<file path="config.mk">
export PLATFORM = sky130hd
export DESIGN_NAME = cp0_irq_flat
export DESIGN_NICKNAME = d
export VERILOG_FILES = /design/src/rtl/cp0_irq_if.sv /design/src/rtl/cp0_irq.sv /design/src/flat_wrapper.sv
export SDC_FILE = /design/constraint.sdc
export NUM_CORES = 1
export LEC_CHECK = 0
export CORE_MARGIN = 2
export CORE_UTILIZATION = 48
export DETAILED_ROUTE_END_ITERATION = 7
export PLACE_DENSITY_LB_ADDON = 0.25
export SYNTH_ARGS = -nofsm -noshare
export SYNTH_HDL_FRONTEND = slang
export SYNTH_SLANG_ARGS = --single-unit
</file>
<file path="constraint.sdc">
create_clock -name clk -period 2.1 [get_ports clk]
set_input_delay 0.42 -clock clk [delete_from_list [all_inputs] [get_ports clk]]
set_output_delay 0.42 -clock clk [all_outputs]
set_load 0.05 [all_outputs]
</file>
<file path="src/rtl/cp0_irq_if.sv">
`default_nettype none
// ============================================================================
//  Module      : cp0_irq_if
//  Description : CP0 access and interrupt/jump signal bundle between the
//                pipeline (master) and the interrupt controller (slave).
//  Revision    : 1.0 - initial release
// ============================================================================
interface cp0_irq_if #(
    parameter int N_IRQ = 8
);
    logic [1:0]       oper;
    logic [4:0]       addr_r;
    logic [31:0]      data_r;
    logic [4:0]       addr_w;
    logic [31:0]      data_w;
    logic             ir_en;
    logic [N_IRQ-1:0] ir_in;
    logic [31:0]      ret_addr;
    logic             jump_en;
    logic [31:0]      jump_addr;

    modport master (
        output oper, addr_r, addr_w, data_w, ir_en, ir_in, ret_addr,
        input  data_r, jump_en, jump_addr
    );

    modport slave (
        input  oper, addr_r, addr_w, data_w, ir_en, ir_in, ret_addr,
        output data_r, jump_en, jump_addr
    );
endinterface
`default_nettype wire

</file>
<file path="src/rtl/cp0_irq.sv">
`default_nettype none
// ============================================================================
//  Module      : cp0_irq
//  Description : CP0 interrupt controller. Edge-detected external interrupts,
//                STATUS/CAUSE/EPC/EHBR registers, fixed-priority selection,
//                single or vectored handler entry, ERET return.
//  Revision    : 1.0 - initial release
// ============================================================================
module cp0_irq #(
    parameter int N_IRQ     = 8,
    parameter int VEC_MODE  = 0,
    parameter int VEC_SHIFT = 4
) (
    input  wire logic  clk,
    input  wire logic  rst,
    cp0_irq_if.slave   bus
);
    localparam logic [1:0] c_op_mtc0    = 2'b01;
    localparam logic [1:0] c_op_eret    = 2'b10;
    localparam logic [4:0] c_addr_status = 5'd12;
    localparam logic [4:0] c_addr_cause  = 5'd13;
    localparam logic [4:0] c_addr_epc    = 5'd14;
    localparam logic [4:0] c_addr_ehbr   = 5'd15;

    // Registered state
    logic             r_ie_q,      w_ie_d;
    logic             r_exl_q,     w_exl_d;
    logic [N_IRQ-1:0] r_im_q,      w_im_d;
    logic [N_IRQ-1:0] r_pending_q, w_pending_d;
    logic [N_IRQ-1:0] r_ir_prev_q, w_ir_prev_d;
    logic [4:0]       r_exc_id_q,  w_exc_id_d;
    logic [31:0]      r_epc_q,     w_epc_d;
    logic [31:0]      r_ehbr_q,    w_ehbr_d;
    logic [31:0]      r_data_r_q,  w_data_r_d;

    // Decode, priority select and jump generation
    logic             w_is_mtc0;
    logic             w_is_eret;
    logic [N_IRQ-1:0] w_cand;
    logic [N_IRQ-1:0] w_win;
    logic [4:0]       w_id;
    logic             w_take;
    logic [31:0]      w_vec_addr;
    logic             w_jump_en;
    logic [31:0]      w_jump_addr;
    logic [N_IRQ-1:0] w_edge;
    logic [31:0]      w_status_rd;
    logic [31:0]      w_cause_rd;

    // Lowest-index unmasked pending line wins; jump path sees only state, oper, ir_en
    always_comb begin
        w_is_mtc0 = (bus.oper == c_op_mtc0);
        w_is_eret = (bus.oper == c_op_eret);
        w_cand    = r_pending_q & r_im_q;
        w_id      = '0;
        w_win     = '0;
        for (int i = N_IRQ - 1; i >= 0; i--) begin
            if (w_cand[i]) begin
                w_id     = 5'(i);
                w_win    = '0;
                w_win[i] = 1'b1;
            end
        end
        w_take = ~rst & bus.ir_en & r_ie_q & ~r_exl_q & (|w_cand)
               & ~w_is_eret & ~w_is_mtc0;
        w_vec_addr  = r_ehbr_q + (32'(w_id) << VEC_SHIFT);
        w_jump_en   = 1'b0;
        w_jump_addr = '0;
        if (!rst) begin
            if (w_is_eret) begin
                w_jump_en   = 1'b1;
                w_jump_addr = r_epc_q;
            end else if (w_take) begin
                w_jump_en   = 1'b1;
                w_jump_addr = (VEC_MODE != 0) ? w_vec_addr : r_ehbr_q;
            end
        end
    end

    // Next-state: register writes, take/ERET side effects, edge capture, readback
    always_comb begin
        w_ie_d      = r_ie_q;
        w_exl_d     = r_exl_q;
        w_im_d      = r_im_q;
        w_exc_id_d  = r_exc_id_q;
        w_epc_d     = r_epc_q;
        w_ehbr_d    = r_ehbr_q;
        w_ir_prev_d = bus.ir_in;
        w_edge      = bus.ir_in & ~r_ir_prev_q;

        if (w_is_mtc0) begin
            case (bus.addr_w)
                c_addr_status: begin
                    w_ie_d  = bus.data_w[0];
                    w_exl_d = bus.data_w[1];
                    w_im_d  = bus.data_w[8 +: N_IRQ];
                end
                c_addr_epc:  w_epc_d  = bus.data_w;
                c_addr_ehbr: w_ehbr_d = {bus.data_w[31:2], 2'b00};
                default: ;
            endcase
        end

        // Clear sources first so a same-cycle rising edge re-sets the bit
        w_pending_d = r_pending_q;
        if (w_is_mtc0 && (bus.addr_w == c_addr_cause)) begin
            w_pending_d = w_pending_d & ~bus.data_w[8 +: N_IRQ];
        end
        if (w_take) begin
            w_pending_d = w_pending_d & ~w_win;
            w_exl_d     = 1'b1;
            w_exc_id_d  = w_id;
            w_epc_d     = bus.ret_addr;
        end
        if (w_is_eret) begin
            w_exl_d = 1'b0;
        end
        w_pending_d = w_pending_d | w_edge;

        w_status_rd              = '0;
        w_status_rd[0]           = r_ie_q;
        w_status_rd[1]           = r_exl_q;
        w_status_rd[8 +: N_IRQ]  = r_im_q;
        w_cause_rd               = '0;
        w_cause_rd[8 +: N_IRQ]   = r_pending_q;
        w_cause_rd[6:2]          = r_exc_id_q;

        case (bus.addr_r)
            c_addr_status: w_data_r_d = w_status_rd;
            c_addr_cause:  w_data_r_d = w_cause_rd;
            c_addr_epc:    w_data_r_d = r_epc_q;
            c_addr_ehbr:   w_data_r_d = r_ehbr_q;
            default:       w_data_r_d = '0;
        endcase
    end

    // State update with synchronous clear
    always_ff @(posedge clk) begin
        if (rst) begin
            r_ie_q      <= 1'b0;
            r_exl_q     <= 1'b0;
            r_im_q      <= '0;
            r_pending_q <= '0;
            r_ir_prev_q <= '0;
            r_exc_id_q  <= '0;
            r_epc_q     <= '0;
            r_ehbr_q    <= '0;
            r_data_r_q  <= '0;
        end else begin
            r_ie_q      <= w_ie_d;
            r_exl_q     <= w_exl_d;
            r_im_q      <= w_im_d;
            r_pending_q <= w_pending_d;
            r_ir_prev_q <= w_ir_prev_d;
            r_exc_id_q  <= w_exc_id_d;
            r_epc_q     <= w_epc_d;
            r_ehbr_q    <= w_ehbr_d;
            r_data_r_q  <= w_data_r_d;
        end
    end

    assign bus.data_r    = r_data_r_q;
    assign bus.jump_en   = w_jump_en;
    assign bus.jump_addr = w_jump_addr;
endmodule
`default_nettype wire

</file>
<file path="src/flat_wrapper.sv">
// flat-port wrapper written by rule: the top's interface ports become plain ports
module cp0_irq_flat 
#(
    parameter int N_IRQ     = 8,
    parameter int VEC_MODE  = 0,
    parameter int VEC_SHIFT = 4
)
  (clk, rst, bus_oper, bus_addr_r, bus_addr_w, bus_data_w, bus_ir_en, bus_ir_in, bus_ret_addr, bus_data_r, bus_jump_en, bus_jump_addr);
  cp0_irq_if #(.N_IRQ(N_IRQ)) bus_i ();
  input  wire logic clk;
  input  wire logic rst;
  input wire logic [$bits(bus_i.oper)-1:0] bus_oper;
  input wire logic [$bits(bus_i.addr_r)-1:0] bus_addr_r;
  input wire logic [$bits(bus_i.addr_w)-1:0] bus_addr_w;
  input wire logic [$bits(bus_i.data_w)-1:0] bus_data_w;
  input wire logic [$bits(bus_i.ir_en)-1:0] bus_ir_en;
  input wire logic [$bits(bus_i.ir_in)-1:0] bus_ir_in;
  input wire logic [$bits(bus_i.ret_addr)-1:0] bus_ret_addr;
  output wire logic [$bits(bus_i.data_r)-1:0] bus_data_r;
  output wire logic [$bits(bus_i.jump_en)-1:0] bus_jump_en;
  output wire logic [$bits(bus_i.jump_addr)-1:0] bus_jump_addr;
  assign bus_i.oper = bus_oper;
  assign bus_i.addr_r = bus_addr_r;
  assign bus_i.addr_w = bus_addr_w;
  assign bus_i.data_w = bus_data_w;
  assign bus_i.ir_en = bus_ir_en;
  assign bus_i.ir_in = bus_ir_in;
  assign bus_i.ret_addr = bus_ret_addr;
  assign bus_data_r = bus_i.data_r;
  assign bus_jump_en = bus_i.jump_en;
  assign bus_jump_addr = bus_i.jump_addr;
  cp0_irq #(.N_IRQ(N_IRQ), .VEC_MODE(VEC_MODE), .VEC_SHIFT(VEC_SHIFT)) u_core (.clk(clk), .rst(rst), .bus(bus_i));
endmodule
</file>
==> results by group <==
Run status
  – Status: complete, but fails checks
  – Failing checks: setup timing

Synthesis
  – Synth cell types: 41
  – Mapped cell area: 5370 um^2
  – Flops & latches, synth: 123
  – Post-Syn Instances: 574
  – Net Count, Synth: 661
  – Top cell type's share of synthesized area: 45.9%
  – Avg Cell Area, Syn: 9.35 um^2
  – Dominant cell type by area after synthesis: dfxtp_1
  – Seq/Total Area, Yosys: 45.9%
  – YS warnings: 0
  – Top FF cell, synth: dfxtp_1
  – Synth cell count leaders: 123 x dfxtp_1, 79 x nand2_1, 68 x nor2_1
  – Post-synth EDFFs: 0
  – Main area contributors after synthesis: dfxtp_1 46%, mux2i_1 7.6%, a211oi_2 7.2%
  – Top-count cell post-synth: dfxtp_1
  – Synth async-reset ratio: 0%

STA
  – Min Clock Period, post-route: 2520 ps
  – Fin. Hold Viols: 0
  – RSZ-0062 raised after global routing: true
  – Setup tns final: -12,330 ps
  – Slew margin rel.: 57.3%
  – Final worst slack: -418 ps
  – F_max: 397 MHz
  – Worst slew pin tran: 635 ps
  – Slew Limit Fails: 0
  – Clk_skew: 8.88 ps
  – Final setup fails: 31
  – Tcrit/Tclk final: 120%

Place
  – Setup WS pre-CTS: -433 ps
  – Port Buf Inserts: 151
  – Gpl congestion: 0.918
  – Post-DP HPWL: 11.1 mm

Power
  – Sw power: 1.25 mW
  – Flop pwr share: 42.3%
  – VDD IR max: 0.000419 V
  – Leakage: 3.60 nW
  – Logic pwr share: 6.9%
  – Clock share of power: 50.8%
  – Internal power: 4.40 mW
  – Power Density: 657 nW/um^2
  – Sw Ratio: 22.1%

Global routing
  – Vias in the first global route: 5,242
  – Grt total ovfl: 0
  – Largest net degree at the start of global routing: 85
  – Antenna violations before repair: 0
  – First-pass GRT wire length: 27.3 mm
  – Gr usage total: 30.1%

Cells and area
  – Final #Nets: 838
  – Area delta synth->final: 60.2%
  – Sequential cell area: 2470 um^2
  – N_diodes: 0
  – Number of fill cells in the layout: 697
  – Share of cells above drive strength 1: 24.8%
  – Multi-input gate area: 2830 um^2

Setup path
  – Worst-path maximum fanout: 5
  – Critical Path Sink Type: output pin
  – Critical Path RT: 1680 ps
  – Critical Path AT: 2100 ps
  – R2r setup slk: 120 ps
  – Crit path launch type: flop
  – WS Path Type: reg2out

Detailed routing
  – Pre-antenna DRT Iters: 5
  – Initial DRC count: 415
  – Vias: 5,312
  – ANT nets after route: 0
  – WL final: 18.1 mm
  – Via density: 5.89
  – Drt drc: 0
  – Drt wl/cell: 20.1 um

Clock network
  – Root buffer cell: clkbuf_8
  – CTS buffer count: 17
  – Clock Latency Late Sink: 510 ps
  – Sink Count: 123
  – CTS Buffer Depth: 2
  – CTS tree: built
  – # hold bufs at CTS: 0
  – Reg clk slew, reported paths: 60 ps
  – H-tree depth: 4

Die
  – Top Ports: 152
  – Starting Density: 49.3%
  – Cell Rows: 38
  – CORE AREA: 10,900 um^2
  – Die Ht: 110 um
  – Die ar.: 12,000 um^2
  – Die width: 110 um

Flow run
  – Max_cap viols: 0

Worst hold path
  – HP Class: reg2reg
[per-layer routing]
| layer | vias to the layer above | global-route usage [%] | wire length, um | share of wire (%) |
|---|---|---|---|---|
| li1 | 2436 | - | - | - |
| met1 | 2532 | 34.7 | 6650 | 37 |
| met2 | 287 | 51.4 | 9050 | 50 |
| met3 | 57 | 7.29 | 1590 | 8.8 |
| met4 | 0 | 15.8 | 804 | 4.4 |
| met5 | - | 0 | 0 | 0 |
[flip-flops by register name (all words and copies together), names as in the netlist]
name and count:
u_core.r_exl_q 1, u_core.r_ie_q 1, u_core.r_epc_q 32, u_core.r_im_q 8, u_core.r_pending_q 8, u_core.r_ir_prev_q 8, u_core.bus.data_r 32, u_core.r_exc_id_q 3
u_core.r_ehbr_q 30
[power by group through the flow]
stage,logic [mW],clock network [mW],registers (mW)
global placement,0.346,0,2.44
global route,0.413,3.00,2.39
finish,0.390,2.87,2.39
floorplan,0.110,0,2.43
detailed placement,0.352,0,2.44
CTS,0.371,2.89,2.39
[what timing repair did]
| action | 4_1_cts | 5_1_grt |
|---|---|---|
| buffers inserted | 11 | 2 |
| pin swaps | 35 | 2 |
| gates resized for setup | 35 | 19 |
| endpoints found under the setup margin | 32 | 42 |
| gates cloned | 4 | 2 |
[critical path, cell delays in order, from the launching register on]
cell and delay, ps:
dfxtp_4 350, a22oi_2 200, nor2b_4 210, a31oi_4 110
buf_6 170, buf_12 140, a22o_4 260, buf_12 150
[cell usage in the layout, fill, tap and decap left out, types with 3 or more instances in the layout]
cell type        instances
nand3_1                  6
buf_12                  42
a41o_1                   4
nor2_1                  66
clkinvlp_4               3
o21ai_0                  3
buf_16                   4
buf_4                   34
buf_6                    6
dfxtp_2                  7
a221o_1                  3
nor2b_1                 11
a22o_1                  17
clkinv_2                 4
a22oi_1                 39
mux2i_1                 41
a22o_4                  15
dfxtp_1                115
bufinv_16                3
a211oi_2                31
a21oi_1                 43
clkdlybuf4s50_1        106
dlymetal6s2s_1           9
inv_1                    8
a222oi_1                 3
nand2_1                 79
clkbuf_16               18
[logic make-up after synthesis]
kind of cell	share of synthesized area, %
flops	45.9
xor+xnor	0.163
buf+inv	5.36
mux	7.65
compound gates	26.1
simple gates	14.9
[path summary, 6_finish.rpt]
check,start,to,cells past startpoint
max,u_core.r_pending_q[2]$_SDFF_PP0_,bus_jump_addr[7],7
min,u_core.r_ir_prev_q[4]$_SDFF_PP0_,u_core.r_pending_q[4]$_SDFF_PP0_,1
max reg2reg,u_core.r_pending_q[2]$_SDFF_PP0_,u_core.r_epc_q[22]$_SDFFE_PP0P_,9
min reg2reg,u_core.r_ir_prev_q[4]$_SDFF_PP0_,u_core.r_pending_q[4]$_SDFF_PP0_,1
[final cells by class]
type	count	share of cell area, %
clock buffer	18	4.98
clock inverter	12	1.75
inverter	8	0.349
multi-input combinational	396	32.9
sequential	123	28.8
tap	140	2.04
timing repair buffer	205	29.2
[stage by stage]
step | hold slack (ps) | area (um^2) | total power, mW | std cells | util, %
CTS | 404 | 8460 | 5.65 | 899 | 77.7
floorplan | 390 | 5380 | 2.54 | 574 | -
global placement | 393 | 7540 | 2.78 | 854 | 69.3
detailed placement | 403 | 7540 | 2.79 | 854 | 69.3
finish | 401 | 8600 | 5.65 | 902 | 79.0
global route | 423 | 8600 | 5.80 | 902 | 79.0
No activity file was read; power rests on OpenSTA's default activity.
